$ cat src/rtl/inv_subbytes_iter.sv
// Iterative AES InvSubBytes engine: substitutes BPC bytes of a 128-bit state per
// clock through the inverse S-box, with valid/ready handshakes on input and output.
module inv_subbytes_iter #(
  parameter int BPC = 4
) (
  input  logic         clk,
  input  logic         reset,
  input  logic         in_valid,
  output logic         in_ready,
  input  logic [127:0] in_data,
  output logic         out_valid,
  input  logic         out_ready,
  output logic [127:0] out_data,
  output logic         busy
);

  localparam int N  = 16 / BPC;
  localparam int CW = (N > 1) ? $clog2(N) : 1;

  typedef enum logic [1:0] {
    IDLE,
    BUSY,
    DONE
  } state_t;

  state_t        state, state_next;
  logic [CW-1:0] cnt, cnt_next;
  logic [127:0]  st, st_next;
  logic [7:0]    sub_in  [BPC];
  logic [7:0]    sub_out [BPC];

  // GF(2^8) multiply modulo x^8+x^4+x^3+x+1
  function automatic logic [7:0] gf_mul(input logic [7:0] a, input logic [7:0] b);
    logic [7:0] p;
    logic [7:0] aa;
    p  = 8'h00;
    aa = a;
    for (int i = 0; i < 8; i++) begin
      if (b[i]) p = p ^ aa;
      aa = {aa[6:0], 1'b0} ^ (aa[7] ? 8'h1b : 8'h00);
    end
    return p;
  endfunction

  // Multiplicative inverse as a^254, which maps 0 to 0 as AES requires
  function automatic logic [7:0] gf_inv(input logic [7:0] a);
    logic [7:0] p;
    logic [7:0] r;
    p = a;
    r = 8'h01;
    for (int i = 1; i < 8; i++) begin
      p = gf_mul(p, p);
      r = gf_mul(r, p);
    end
    return r;
  endfunction

  function automatic logic [7:0] inv_sbox(input logic [7:0] s);
    logic [7:0] b;
    b = 8'h00;
    for (int i = 0; i < 8; i++) begin
      b[i] = s[(i + 2) % 8] ^ s[(i + 5) % 8] ^ s[(i + 7) % 8];
    end
    return gf_inv(b ^ 8'h05);
  endfunction

  // Route the byte group selected by cnt into the BPC shared lookups
  always_comb begin
    for (int b = 0; b < BPC; b++) begin
      sub_in[b] = 8'h00;
      for (int g = 0; g < N; g++) begin
        if (int'(cnt) == g) sub_in[b] = st[127 - 8 * (g * BPC + b) -: 8];
      end
      sub_out[b] = inv_sbox(sub_in[b]);
    end
  end

  always_comb begin
    state_next = state;
    cnt_next   = cnt;
    st_next    = st;
    case (state)
      IDLE: begin
        if (in_valid) begin
          st_next    = in_data;
          cnt_next   = '0;
          state_next = BUSY;
        end
      end
      BUSY: begin
        for (int j = 0; j < 16; j++) begin
          if (int'(cnt) == j / BPC) st_next[127 - 8 * j -: 8] = sub_out[j % BPC];
        end
        if (cnt == CW'(N - 1)) begin
          cnt_next   = '0;
          state_next = DONE;
        end else begin
          cnt_next = cnt + CW'(1);
        end
      end
      DONE: begin
        if (out_ready) state_next = IDLE;
      end
      default: state_next = IDLE;
    endcase
  end

  always_ff @(posedge clk or posedge reset) begin
    if (reset) begin
      state <= IDLE;
      cnt   <= '0;
      st    <= '0;
    end else begin
      state <= state_next;
      cnt   <= cnt_next;
      st    <= st_next;
    end
  end

  assign in_ready  = (state == IDLE);
  assign out_valid = (state == DONE);
  assign busy      = (state == BUSY);
  assign out_data  = st;

endmodule

$ cat config.mk
export PLATFORM = sky130hd
export DESIGN_NAME = inv_subbytes_iter
export DESIGN_NICKNAME = d
export VERILOG_FILES = /design/src/rtl/inv_subbytes_iter.sv
export SDC_FILE = /design/constraint.sdc
export NUM_CORES = 2
export LEC_CHECK = 0
export CAP_MARGIN = 20
export CORE_MARGIN = 5
export CORE_UTILIZATION = 25
export CTS_CLUSTER_SIZE = 28
export DETAILED_ROUTE_END_ITERATION = 10
export SLEW_MARGIN = 15
export SYNTH_ARGS = -nofsm -noshare
export SYNTH_HDL_FRONTEND = slang
export SYNTH_SLANG_ARGS = --single-unit
$ cat constraint.sdc
create_clock -name clk -period 44.9 [get_ports clk]
set_clock_uncertainty 0.15 [all_clocks]
set_input_delay 4.49 -clock clk [delete_from_list [all_inputs] [get_ports clk]]
set_output_delay 4.49 -clock clk [all_outputs]
set_load 0.03 [all_outputs]
==> impl_metrics.env <==
export IMPL_status="finished, final reports clean"
export IMPL_cts_resized=0
export IMPL_grt_total_usage_pct=16.3
export IMPL_syn_inst=9525
export IMPL_initial_utilization_pct=25.1
export IMPL_gp_congestion=0.914
export IMPL_postCtsHoldBufs=0
export IMPL_use_met2_pct=27.6
export IMPL_cts_tree="yes"
export IMPL_grt_ovfl_total=0
export IMPL_met1_usage_pct=20.7
export IMPL_cts_setup_buffers=0
export IMPL_maxSlewHeadroom_pct=25.0
export IMPL_io_pins=263
export IMPL_first_pass_iters=7
export IMPL_synth_distinct_cells=135
export IMPL_critPathKind="reg -> reg"
export IMPL_antenna_found_initial=16
export IMPL_synth_avg_cell_area_um2=7.29
export IMPL_grtUsageMet3_pct=1.04
export IMPL_synth_ff_type="dfrtp_1"
export IMPL_top_usage_layer="met2"
export IMPL_grt_pass1_wl_um=382000
export IMPL_clk_path_buf_depth=3
export IMPL_setup_violations_final=0
export IMPL_max_clock_freq_ghz=0.0448
export IMPL_min_delay_start="out_data[100]$_DFFE_PP0P_"
export IMPL_synth_edff_count=0
export IMPL_r2r_cells=75
export IMPL_synth_cell_area_um2=69400
export IMPL_synth_seq_cells=132
export IMPL_tightest_slew_ns=1.12
export IMPL_clk_insertion_delay_late_ns=0.55
export IMPL_grt_max_degree=76
export IMPL_cp_required_ns=45.12
export IMPL_yosysSeqAreaShare_pct=4.76
export IMPL_clkSinkCount=132
export IMPL_finalMaxSlewViolations=0
export IMPL_min_to="out_data[100]$_DFFE_PP0P_"
export IMPL_fin_tns_setup_ns=0
export IMPL_drt_total_wl_um=250000
export IMPL_dieArea_um2=288000
export IMPL_grt_pass1_vias=62700
export IMPL_cts_buffers=25
export IMPL_path_common_cell="xnor2_1"
export IMPL_hold_depth=2
export IMPL_die_h_um=537
export IMPL_final_cell_mix="xnor2_1 (1669), nor2_1 (1286), nand2_1 (1004)"
export IMPL_rsz0062_at_grt="false"
export IMPL_drive_gt1_share_pct=9.15
export IMPL_syn_nets=9689
export IMPL_startpoint_type="flop"
export IMPL_htreeDepth=4
export IMPL_port_buffers=262
export IMPL_via_count=68400
export IMPL_min_path_type="reg -> reg"
export IMPL_critPathLaunch="cnt[0]$_DFFE_PP0P_"
export IMPL_core_rowCount=193
export IMPL_fp_dieW_um=537
export IMPL_slowest_delay_ns=0.80
export IMPL_wl_per_cell_um=19.0
export IMPL_core_um2=276000
export IMPL_crit_fanout=29
export IMPL_cpMaxStageDelayCell="xnor3_1"
export IMPL_drtAntennaViolNets=0
export IMPL_reg2reg_setup_slack_ns=22.59
export IMPL_end_kind="flop"
export IMPL_cp_arrival_ns=22.53
export IMPL_period_share_pct=49.7
export IMPL_r2r_end="out_data[37]$_DFFE_PP0P_"
export IMPL_critical_path_reg2reg_startpoint="cnt[0]$_DFFE_PP0P_"
export IMPL_route_detailed_drc=0
export IMPL_synthArstFlopShare_pct=100
export IMPL_hold_violations=0
export IMPL_viasPerCell=5.20
export IMPL_min_period_ns=22.31
export IMPL_drt_initial_drc_count=6524
export IMPL_place_hpwl_um=184000
export IMPL_maxCapViolCount=0
export IMPL_clkTransAtPathRegs_ns=0.07
export IMPL_cts_root_buf="clkbuf_16"
export IMPL_fin_nets=9602
export IMPL_area_growth_pct=11.3
export IMPL_yosys_warnings=0
export IMPL_final_common_cell="xnor2_1"
## cell families (layout without fill, tap and decap cells)
family / after synthesis / after routing / share of synthesized area (%)
AND/OR/NAND/NOR: 3308 / 3308 / 21.0
buffers and inverters: 805 / 723 / 5.08
adder cells (fa/ha/maj): 42 / 42 / 0.721
multiplexers: 335 / 335 / 5.14
other: 0 / 10 / 0
XOR/XNOR: 2601 / 2601 / 41.2
flip-flops: 132 / 132 / 4.76
AO/OA/AOI/OAI: 2302 / 2302 / 22.1
## area by class of cell
class | instances | area [µm²]
Sequential cell | 132 | 3300
Tap cell | 3705 | 4640
Timing Repair Buffer | 574 | 4970
Clock buffer | 29 | 671
Multi-Input combinational cell | 8588 | 63200
Antenna cell | 10 | 25.0
Inverter | 117 | 449
Fill cell | 30100 | 199000
Clock inverter | 3 | 20.0
## flip-flops by register name, indices dropped and copies added, names as in the netlist
signal    cells
cnt           2
out_data    128
state         2
## synth_stat cells, types with 41 or more instances
library cell	instances	area share, %
xnor2_1	1719	22
nor2_1	1288	7.0
nand2_1	1004	5.4
a21oi_1	547	3.9
o21ai_0	449	3.2
xor2_1	403	5.1
clkbuf_1	398	2.2
mux2i_1	276	4.0
nand3_1	259	1.9
xnor3_1	242	7.9
nor3_1	234	1.7
buf_2	179	1.3
dfrtp_1	132	4.8
o21ai_1	124	0.89
o22ai_1	124	1.1
xnor2_2	116	2.7
o211ai_1	109	1.2
a211oi_1	99	1.1
o31ai_1	94	1.0
a31oi_1	84	0.76
inv_1	81	0.44
nand2b_1	70	0.63
and2_1	65	0.59
a22oi_1	64	0.69
buf_1	56	0.30
nor2b_1	54	0.49
and3_1	51	0.46
o221ai_1	48	0.61
a221oi_1	46	0.58
nor4_1	43	0.39
a21o_1	42	0.45
mux2_2	42	0.68
o21a_1	41	0.44
## worst max path at each step
stage / end / slack (ns) / depth (start not counted)
finish: out_data[37]$_DFFE_PP0P_ / 22.59 / 75
global placement: out_data[5]$_DFFE_PP0P_ / 23.08 / 75
detailed placement: out_data[37]$_DFFE_PP0P_ / 22.82 / 75
floorplan: out_data[0]$_DFFE_PP0P_ / 26.76 / 77
global route: out_data[37]$_DFFE_PP0P_ / 21.18 / 75
CTS: out_data[37]$_DFFE_PP0P_ / 22.72 / 75
## stage by stage
stage          hold WS, ns  util, %  worst slack (ns)  cell area (µm²)  cells
5_1_grt              0.389     27.9             21.18            77200  13200
3_5_place_dp         0.352     27.7             22.82            76500  13100
6_report             0.362     27.9             22.59            77200  13200
4_1_cts              0.362     27.9             22.72            77200  13100
3_3_place_gp         0.341     27.7             23.08            76500  13100
2_1_floorplan        0.360        -             26.76            69400   9525
## critical path: cells and delay by family, from the launching register on
family          cells  cell delay [ns]
flops               1             0.49
xor+xnor           24             6.99
buf+inv            13             3.04
compound gates     13             3.18
simple gates       14             3.99
fa+ha+maj           5             1.69
mux                 6             2.53
## layer usage
metal | wire length (µm) | part of all wire (%)
met1 | 104000 | 42
met2 | 118000 | 47
met3 | 11600 | 4.7
met4 | 15400 | 6.2
met5 | 7 | 0.0028
Power is not shown: default switching activity piles up to over one toggle a cycle in this logic, so the estimate is an artifact.
